==> config.mk <==
export PLATFORM = sky130hd
export DESIGN_NAME = issue_queue_collapse_flat
export DESIGN_NICKNAME = d
export VERILOG_FILES = /design/src/rtl/issue_queue_collapse_if.sv /design/src/rtl/issue_queue_collapse.sv /design/src/flat_wrapper.sv
export SDC_FILE = /design/constraint.sdc
export NUM_CORES = 1
export LEC_CHECK = 0
export BUFFER_PORTS_ARGS = -buffer_cell sky130_fd_sc_hd__buf_2
export CORE_ASPECT_RATIO = 1.2
export CORE_MARGIN = 8
export CORE_UTILIZATION = 35
export DETAILED_ROUTE_END_ITERATION = 7
export PLACE_DENSITY = 0.61
export SYNTH_ARGS = -nofsm -noshare
export SYNTH_HDL_FRONTEND = slang
export SYNTH_SLANG_ARGS = --single-unit
==> constraint.sdc <==
create_clock -name clk -period 4.45 [get_ports clk]
set_clock_uncertainty 0.1 [all_clocks]
set_input_delay 0 -clock clk [delete_from_list [all_inputs] [get_ports clk]]
set_output_delay 0 -clock clk [all_outputs]
set_load 0.02 [all_outputs]
==> src/rtl/issue_queue_collapse_if.sv <==
// Bundle of insert/issue/window signals for issue_queue_collapse.
// master: the upstream stage driving inserts, issue flags and shift amounts.
// slave : the queue itself.
interface issue_queue_collapse_if #(
  parameter int DEPTH  = 8,
  parameter int DATA_W = 8
);
  localparam int CW = $clog2(DEPTH + 1);

  logic              in_valid;
  logic [DATA_W-1:0] in_data;
  logic              in_ready;
  logic [2:0]        iss;
  logic [2:0]        sh_e0;
  logic [2:0]        sh_e1;
  logic [2:0]        sh_e2;
  logic [2:0]        sh_rest;
  logic [2:0]        win_valid;
  logic [DATA_W-1:0] win_data0;
  logic [DATA_W-1:0] win_data1;
  logic [DATA_W-1:0] win_data2;
  logic [CW-1:0]     count;
  logic              full;
  logic              empty;
  logic              shift_err;

  modport master (
    output in_valid, in_data, iss, sh_e0, sh_e1, sh_e2, sh_rest,
    input  in_ready, win_valid, win_data0, win_data1, win_data2,
           count, full, empty, shift_err
  );

  modport slave (
    input  in_valid, in_data, iss, sh_e0, sh_e1, sh_e2, sh_rest,
    output in_ready, win_valid, win_data0, win_data1, win_data2,
           count, full, empty, shift_err
  );
endinterface

==> src/rtl/issue_queue_collapse.sv <==
// Collapsing issue queue: entries stay compacted with the oldest at index 0.
// Entries 0..2 form the issue window; issued entries are removed and the
// survivors slide down by externally supplied shift amounts while a new
// entry may be appended above them in the same cycle.
// Optional feature: define IQ_SHIFT_CHECK_EN to build the sticky
// shift-consistency checker driving shift_err (otherwise shift_err = 0).
module issue_queue_collapse #(
  parameter int DEPTH  = 8,
  parameter int DATA_W = 8
) (
  input logic                  clk,
  input logic                  rst_n,
  input logic                  flush,
  issue_queue_collapse_if.slave bus
);
  localparam int CW = $clog2(DEPTH + 1);

  logic [DEPTH-1:0]  valid_q;
  logic [DEPTH-1:0]  valid_d;
  logic [CW-1:0]     count_q;
  logic [CW-1:0]     count_d;
  logic [DATA_W-1:0] data_q [DEPTH];
  logic [DATA_W-1:0] data_d [DEPTH];
  logic [2:0]        sh [DEPTH];

  logic [2:0]        eff;
  logic [DEPTH-1:0]  eff_ext;
  logic [DEPTH-1:0]  survive;
  logic [CW-1:0]     pop;
  logic [CW-1:0]     ins_idx;
  logic              accept;
  logic              full;

  assign full    = (count_q == CW'(DEPTH));
  // Issue flags on empty window slots are ignored.
  assign eff     = bus.iss & valid_q[2:0];
  assign eff_ext = {{(DEPTH-3){1'b0}}, eff};
  assign survive = valid_q & ~eff_ext;
  assign pop     = CW'(eff[0]) + CW'(eff[1]) + CW'(eff[2]);
  // Space is judged on registered occupancy only, so an issue this cycle
  // never frees room for an insert in the same cycle.
  assign accept  = bus.in_valid && !full;
  // New entry lands directly above the compacted survivors.
  assign ins_idx = count_q - pop;

  // Per-entry shift amount: dedicated inputs for the window, shared for the rest.
  for (genvar gi = 0; gi < DEPTH; gi++) begin : g_sh
    if (gi == 0) begin : g_e0
      assign sh[gi] = bus.sh_e0;
    end else if (gi == 1) begin : g_e1
      assign sh[gi] = bus.sh_e1;
    end else if (gi == 2) begin : g_e2
      assign sh[gi] = bus.sh_e2;
    end else begin : g_rest
      assign sh[gi] = bus.sh_rest;
    end
  end

  // Occupancy update; flush overrides issue and insert.
  always_comb begin
    count_d = count_q - pop + CW'(accept);
    if (flush) begin
      count_d = '0;
    end
  end

  // Valid bits follow the compacted occupancy.
  for (genvar gi = 0; gi < DEPTH; gi++) begin : g_valid
    assign valid_d[gi] = (CW'(gi) < count_d);
  end

  // Payload movement: each slot takes the survivor that shifts onto it, or the insert.
  always_comb begin
    for (int j = 0; j < DEPTH; j++) begin
      data_d[j] = data_q[j];
      for (int i = j; i < DEPTH; i++) begin
        if (survive[i] && (int'(sh[i]) == (i - j))) begin
          data_d[j] = data_q[i];
        end
      end
      if (accept && (ins_idx == CW'(j))) begin
        data_d[j] = bus.in_data;
      end
    end
  end

  // Architectural state: valid bits and occupancy, cleared asynchronously.
  always_ff @(posedge clk or negedge rst_n) begin
    if (!rst_n) begin
      valid_q <= '0;
      count_q <= '0;
    end else begin
      valid_q <= valid_d;
      count_q <= count_d;
    end
  end

  // Payload storage carries no reset; contents of invalid slots are don't-care.
  always_ff @(posedge clk) begin
    for (int j = 0; j < DEPTH; j++) begin
      data_q[j] <= data_d[j];
    end
  end

`ifdef IQ_SHIFT_CHECK_EN
  logic       shift_err_q;
  logic       shift_err_d;
  logic       mismatch;
  logic [2:0] below;

  // Each survivor must shift by the number of issued entries beneath it.
  always_comb begin
    mismatch = 1'b0;
    below    = '0;
    for (int i = 0; i < DEPTH; i++) begin
      if (survive[i] && (sh[i] != below)) begin
        mismatch = 1'b1;
      end
      below = below + {2'b00, eff_ext[i]};
    end
    shift_err_d = flush ? 1'b0 : (shift_err_q | mismatch);
  end

  // Sticky error flag, cleared by reset or flush.
  always_ff @(posedge clk or negedge rst_n) begin
    if (!rst_n) begin
      shift_err_q <= 1'b0;
    end else begin
      shift_err_q <= shift_err_d;
    end
  end

  assign bus.shift_err = shift_err_q;
`else
  assign bus.shift_err = 1'b0;
`endif

  assign bus.in_ready  = !full;
  assign bus.full      = full;
  assign bus.empty     = (count_q == '0);
  assign bus.count     = count_q;
  assign bus.win_valid = valid_q[2:0];
  assign bus.win_data0 = data_q[0];
  assign bus.win_data1 = data_q[1];
  assign bus.win_data2 = data_q[2];
endmodule

==> src/flat_wrapper.sv <==
// flat-port wrapper written by rule: the top's interface ports become plain ports
module issue_queue_collapse_flat 
#(
  parameter int DEPTH  = 8,
  parameter int DATA_W = 8
)
  (clk, rst_n, flush, bus_in_valid, bus_in_data, bus_iss, bus_sh_e0, bus_sh_e1, bus_sh_e2, bus_sh_rest, bus_in_ready, bus_win_valid, bus_win_data0, bus_win_data1, bus_win_data2, bus_count, bus_full, bus_empty, bus_shift_err);
  issue_queue_collapse_if #(.DEPTH(DEPTH), .DATA_W(DATA_W)) bus_i ();
  input logic clk;
  input logic rst_n;
  input logic flush;
  input wire logic [$bits(bus_i.in_valid)-1:0] bus_in_valid;
  input wire logic [$bits(bus_i.in_data)-1:0] bus_in_data;
  input wire logic [$bits(bus_i.iss)-1:0] bus_iss;
  input wire logic [$bits(bus_i.sh_e0)-1:0] bus_sh_e0;
  input wire logic [$bits(bus_i.sh_e1)-1:0] bus_sh_e1;
  input wire logic [$bits(bus_i.sh_e2)-1:0] bus_sh_e2;
  input wire logic [$bits(bus_i.sh_rest)-1:0] bus_sh_rest;
  output wire logic [$bits(bus_i.in_ready)-1:0] bus_in_ready;
  output wire logic [$bits(bus_i.win_valid)-1:0] bus_win_valid;
  output wire logic [$bits(bus_i.win_data0)-1:0] bus_win_data0;
  output wire logic [$bits(bus_i.win_data1)-1:0] bus_win_data1;
  output wire logic [$bits(bus_i.win_data2)-1:0] bus_win_data2;
  output wire logic [$bits(bus_i.count)-1:0] bus_count;
  output wire logic [$bits(bus_i.full)-1:0] bus_full;
  output wire logic [$bits(bus_i.empty)-1:0] bus_empty;
  output wire logic [$bits(bus_i.shift_err)-1:0] bus_shift_err;
  assign bus_i.in_valid = bus_in_valid;
  assign bus_i.in_data = bus_in_data;
  assign bus_i.iss = bus_iss;
  assign bus_i.sh_e0 = bus_sh_e0;
  assign bus_i.sh_e1 = bus_sh_e1;
  assign bus_i.sh_e2 = bus_sh_e2;
  assign bus_i.sh_rest = bus_sh_rest;
  assign bus_in_ready = bus_i.in_ready;
  assign bus_win_valid = bus_i.win_valid;
  assign bus_win_data0 = bus_i.win_data0;
  assign bus_win_data1 = bus_i.win_data1;
  assign bus_win_data2 = bus_i.win_data2;
  assign bus_count = bus_i.count;
  assign bus_full = bus_i.full;
  assign bus_empty = bus_i.empty;
  assign bus_shift_err = bus_i.shift_err;
  issue_queue_collapse #(.DEPTH(DEPTH), .DATA_W(DATA_W)) u_core (.clk(clk), .rst_n(rst_n), .flush(flush), .bus(bus_i));
endmodule
### After elaboration in Yosys (flattened, before gate mapping)

Memory sizes are Yosys's and may differ from the RTL's.
Index checks and enable logic that the tools add are counted.

| word-level totals | value |
|---|---|
| bits in registers | 12 |
| bits in writable memories | 64 |
| output and inout port bits | 35 |
| logic and storage cells | 113 |
| memories | 1 |

Memories:

| memory | depth | bits a word | rd ports | clocked after Yosys merged registers in | write ports | RTL line | source |
|---|---|---|---|---|---|---|---|
| u_core.data_q | 8 | 8 | 8 | 0 | 8 | issue_queue_collapse.sv:22 | `logic [DATA_W-1:0] data_q [DEPTH];` |

| operators by class | value |
|---|---|
| $add $sub $neg | 4 |
| order comparisons | 8 |
| equality and inequality tests | 18 |
| mux-type cells | 37 |
| bitwise logic cells | 3 |
| reductions and logical operators | 40 |

Operators with widths:

| operator | number |
|---|---|
| 8-bit 2-to-1 mux | 36 |
| 1-bit logical AND | 37 |
| 4-bit by 3-bit equality test with 1-bit output, second input constant | 4 |
| 3-bit by 4-bit < comparator with 1-bit output, first input constant | 4 |
| 3-bit equality test, second input constant | 5 |
| 3-bit by 2-bit equality test with 1-bit output, second input constant | 4 |
| 4-bit by 1-bit adder with 4-bit output | 2 |
| 8-bit AND | 1 |
| 4-bit by 2-bit equality test with 1-bit output, second input constant | 2 |
| 4-bit logical NOT | 2 |
| 1-bit by 4-bit < comparator with 1-bit output, first input constant | 2 |
| 2-bit by 4-bit < comparator with 1-bit output, first input constant | 2 |
| 3-bit inverter with 8-bit output | 1 |
| 4-bit by 1-bit equality test with 1-bit output, second input constant | 1 |
| 4-bit equality test, second input constant | 1 |
| 4-bit 2-to-1 mux | 1 |
| 4-bit subtractor | 1 |
| 3-bit AND | 1 |
| 3-bit by 1-bit equality test with 1-bit output, second input constant | 1 |
| 1-bit by 1-bit adder with 2-bit output | 1 |
| 1-bit logical NOT | 1 |

### Logic depth before layout (Yosys ltp)

| logic depth | value |
|---|---|
| depth in word-level cells | 12 |
| depth in mapped cells | 14 |
| mapped depth without buffers | 13 |

### Least setup slack after synthesis

OpenSTA, ideal clock, no wires.

| timing path | value |
|---|---|
| kind | register -> register |
| from | register, netlist name u_core.valid_q[1] |
| to | memory u_core.data_q[7][0] (netlist: u_core.data_q[1][24]) (enable) |
| arrival time | 3.708 ns |
| setup slack | 0.247 ns |
| cell stages (with the launch flop) | 12 |
| path buffers | 1 |
| cells stage by stage | dfrtp_1 and2_1 ha_1 inv_1 fa_1 inv_1 ha_1 or2_2 fa_1 clkbuf_1 nand2_1 nor4_1 |

RTL lines:

| item | RTL line |
|---|---|
| end, declared | issue_queue_collapse.sv:22 |

==> results.md <==
* Antenna fix cells at 0
* Setup crit end kind: flop
* Core Box Area at roughly 16000 µm²
* Residual DRC at 0
* Ports at 62
* Commonest non-fill, non-tap cell in the layout: nand2_1
* Antenna viol nets, final at 0
* Synthesis-stage register bit count at 75
* HPWL after DPL at between 10 and 15 mm
* Setup tns final at 0 ps
* Worst Path Arrival at ~4100 ps
* Drt first pass iters at 6
* Reg-to-reg endpoint: u_core.data_q[0][1]
* FMAX at 240 MHz
* Seq/Total Area, Yosys at 0.393
* GRT Residual Overflow at 0
* Max clock buf depth at 2
* Ys flop type: edfxtp_1
* Min cycle time layout at ~4200 ps
* Fillers at between 1500 and 2000
* Slew Limit Fails at 0
* Crit Path Category: reg2reg
* Reg2Reg Depth at 12
* Vias in the first global route at 4769
* Setup bufs post-CTS at 0
* Share of layout cells above drive strength 1 at 0.201
* Cell Pwr Density at about 740 nW/µm²
* Relative slew slack at 0.423
* Most frequent cells in the layout: nand2_1, edfxtp_1, buf_2
* Global-route wire length before repair at approximately 27 mm
* Hold path endpoint: u_core.data_q[0][9]
* H-tree Lvls at 3
* Hold-fix buffers, CTS at 11
* Leakage at between 2 and 2.5 nW
* Largest net degree at the start of global routing at 40
* Area growth syn-to-layout at 13.2%
* WL final at about 17 mm
* Initial Utilization at 0.357
* NetSw at roughly 2.0 mW
* Power share of the clock group at 0.173
* Initial antenna violation count at 0
* Internal power at ~2.7 mW
* DR vias at 4944
* Reg2Reg Setup Slack at 280 ps
* Worst flop-to-flop path startpoint: u_core.valid_q[1]
* Nets at between 600 and 700
* Syn_nets at roughly 650
* Clk_lat worst skew at between 300 and 400 ps
* Die footprint at 20300 µm²
* Worst Hold Class: in2reg
* IR drop worst, VDD at 318 µV
* DR WL/cell at between 20 and 25 µm
* # port buffers at between 50 and 60
* Hold Fails Final Rpt at 0
* GRT Overall Usage at 0.168
* Synth unique cells at 66
* Mapped Cells at 612
* Placer Congestion at just under 1
* Worst path required time at 4370 ps
* Logic gate share of total power at 0.499
* Worst-path fanout max at 9
* CTS sink cnt at 75
* Hold Path Depth at 3
* Switching part of the total at 0.431
* Fin util at 0.404
* Die H at about 150 µm
* Rows at 50
* Crit path buf inv count at 2
* Delay of the slowest critical-path stage at 740 ps
* Max-cap violations at 0
* Status: complete, no violations
* Post-synth EDFFs at between 60 and 70
* CTS-repair resized insts at 0
* RSZ-0062 raised after global routing: false
* DR iter-0 viols at roughly 560
* Largest delay share family, worst path: simple AND/OR/NAND/NOR gates
* CTS Root Cell: clkbuf_16
* Worst-Margin Slew at between 800 and 900 ps
* Vias/cell at 5.82
* YS warnings at 0
* TritonCTS buffer count at 9
* Syn Area/Cell at approximately 9.1 µm²
* Cell at the slowest stage of the critical path: or4b_1
* Flop pwr share at 0.328
* # setup viols final at 0
* Final Cycle Share at 0.938
* CTS clk-pin slew, worst paths at about 60 ps
* TritonCTS clock tree: yes
* Startpoint class of the critical path: flop
* Critical path, cell by cell: and2_1, ha_1, inv_1, fa_1, inv_1, ha_1, or2_2, fa_1, xnor2_2, nor2_1, nor4b_4, or4b_1
* Syn Std Cell Area at about 5600 µm²
* Die X at 131 µm
* Worst min-delay path startpoint: bus_sh_rest[2]
* Post-synth ARST share at 0.147
-- cell type report --
cell class | instances | area [µm²] | area share
repair buffers | 81 | 493 | 0.0779
clock inverters | 7 | 98.8 | 0.0156
clock buffers | 9 | 225 | 0.0356
multi-input cells | 460 | 3010 | 0.476
inverters | 10 | 37.5 | 0.00593
well taps | 208 | 260 | 0.0411
flip-flops and latches | 75 | 2200 | 0.347
-- synth_stat cells (3+ instances only) --
master | instances | area, µm²
a211oi_1 | 8 | 60.1
a21o_1 | 5 | 37.5
a21oi_1 | 33 | 165
a221oi_1 | 7 | 61.3
a22o_1 | 6 | 52.6
a22oi_1 | 7 | 52.6
a31o_2 | 3 | 26.3
a31oi_1 | 15 | 93.8
and2_1 | 14 | 87.6
and3_1 | 5 | 31.3
buf_1 | 3 | 11.3
buf_2 | 14 | 70.1
buf_4 | 26 | 195
clkbuf_1 | 24 | 90.1
dfrtp_1 | 11 | 275
edfxtp_1 | 64 | 1920
ha_1 | 6 | 75.1
inv_1 | 10 | 37.5
mux2_2 | 20 | 225
mux2i_1 | 34 | 340
nand2_1 | 75 | 282
nand2b_1 | 4 | 25.0
nand3_1 | 8 | 40.0
nand3b_1 | 5 | 37.5
nor2_1 | 50 | 188
nor2b_1 | 8 | 50.1
nor3_1 | 3 | 15.0
nor4_1 | 3 | 18.8
nor4bb_1 | 3 | 30.0
o211ai_1 | 7 | 52.6
o21ai_0 | 53 | 265
o21ai_1 | 9 | 45.0
o22ai_1 | 15 | 93.8
or2_2 | 3 | 18.8
or3_1 | 8 | 50.1
-- stage by stage --
| stage | area [µm²] | worst slack (ps) | hold slack (ps) | cells | total power, mW |
|---|---|---|---|---|---|
| 4_1_cts | 6320 | 256 | 245 | 850 | 4.68 |
| 2_1_floorplan | 5590 | 247 | -396 | 612 | 3.28 |
| 5_1_grt | 6320 | 55.4 | 304 | 850 | 4.98 |
| 3_3_place_gp | 5890 | 360 | -223 | 823 | 3.78 |
| 3_5_place_dp | 5890 | 284 | -219 | 823 | 3.85 |
| 6_report | 6320 | 275 | 270 | 850 | 4.66 |
-- registers in the layout, indices dropped and copies added (netlist names) --
| name | cells |
|---|---|
| u_core.valid_q | 7 |
| u_core.data_q | 64 |
| u_core.bus.count | 4 |
-- worst reg2reg max path, stage by stage, from the launching register on --
cell and delay, ps:
dfrtp_1 390, and2_1 150, ha_1 270, inv_1 50, fa_1 520, inv_1 50, ha_1 190, or2_2 310
fa_1 410, xnor2_2 390, nor2_1 130, nor4b_4 170, or4b_1 740
-- worst max-delay path by stage --
stage / from / cells past startpoint / to
floorplan: u_core.valid_q[1] / 11 / u_core.data_q[1][24]
global placement: u_core.valid_q[1] / 12 / u_core.data_q[0][1]
detailed placement: u_core.valid_q[1] / 12 / u_core.data_q[0][3]
CTS: u_core.valid_q[1] / 12 / u_core.data_q[0][1]
global route: u_core.valid_q[1] / 12 / u_core.data_q[0][0]
finish: u_core.valid_q[1] / 12 / u_core.data_q[0][1]
-- layer usage --
layer,wire length (µm),vias to the layer above,GRT usage
met5,0,-,0
met4,673,0,0.0877
met3,1320,48,0.0259
met2,8550,260,0.285
met1,6640,2328,0.202
li1,-,2308,-
-- cell families after synthesis --
family          synth area share
compound gates             0.206
xor+xnor                 0.00895
mux                        0.101
flops                      0.393
buf+inv                   0.0723
fa+ha+maj                 0.0206
simple gates               0.197
other cells             0.000671
-- power groups by stage --
stage | clock, mW | combinational, mW | sequential [mW]
2_1_floorplan | 0 | 1.87 | 1.41
3_3_place_gp | 0 | 2.26 | 1.53
3_5_place_dp | 0 | 2.32 | 1.53
4_1_cts | 0.821 | 2.34 | 1.52
5_1_grt | 0.851 | 2.57 | 1.56
6_report | 0.806 | 2.33 | 1.53
Note: power is estimated with default switching activity, not from simulation.
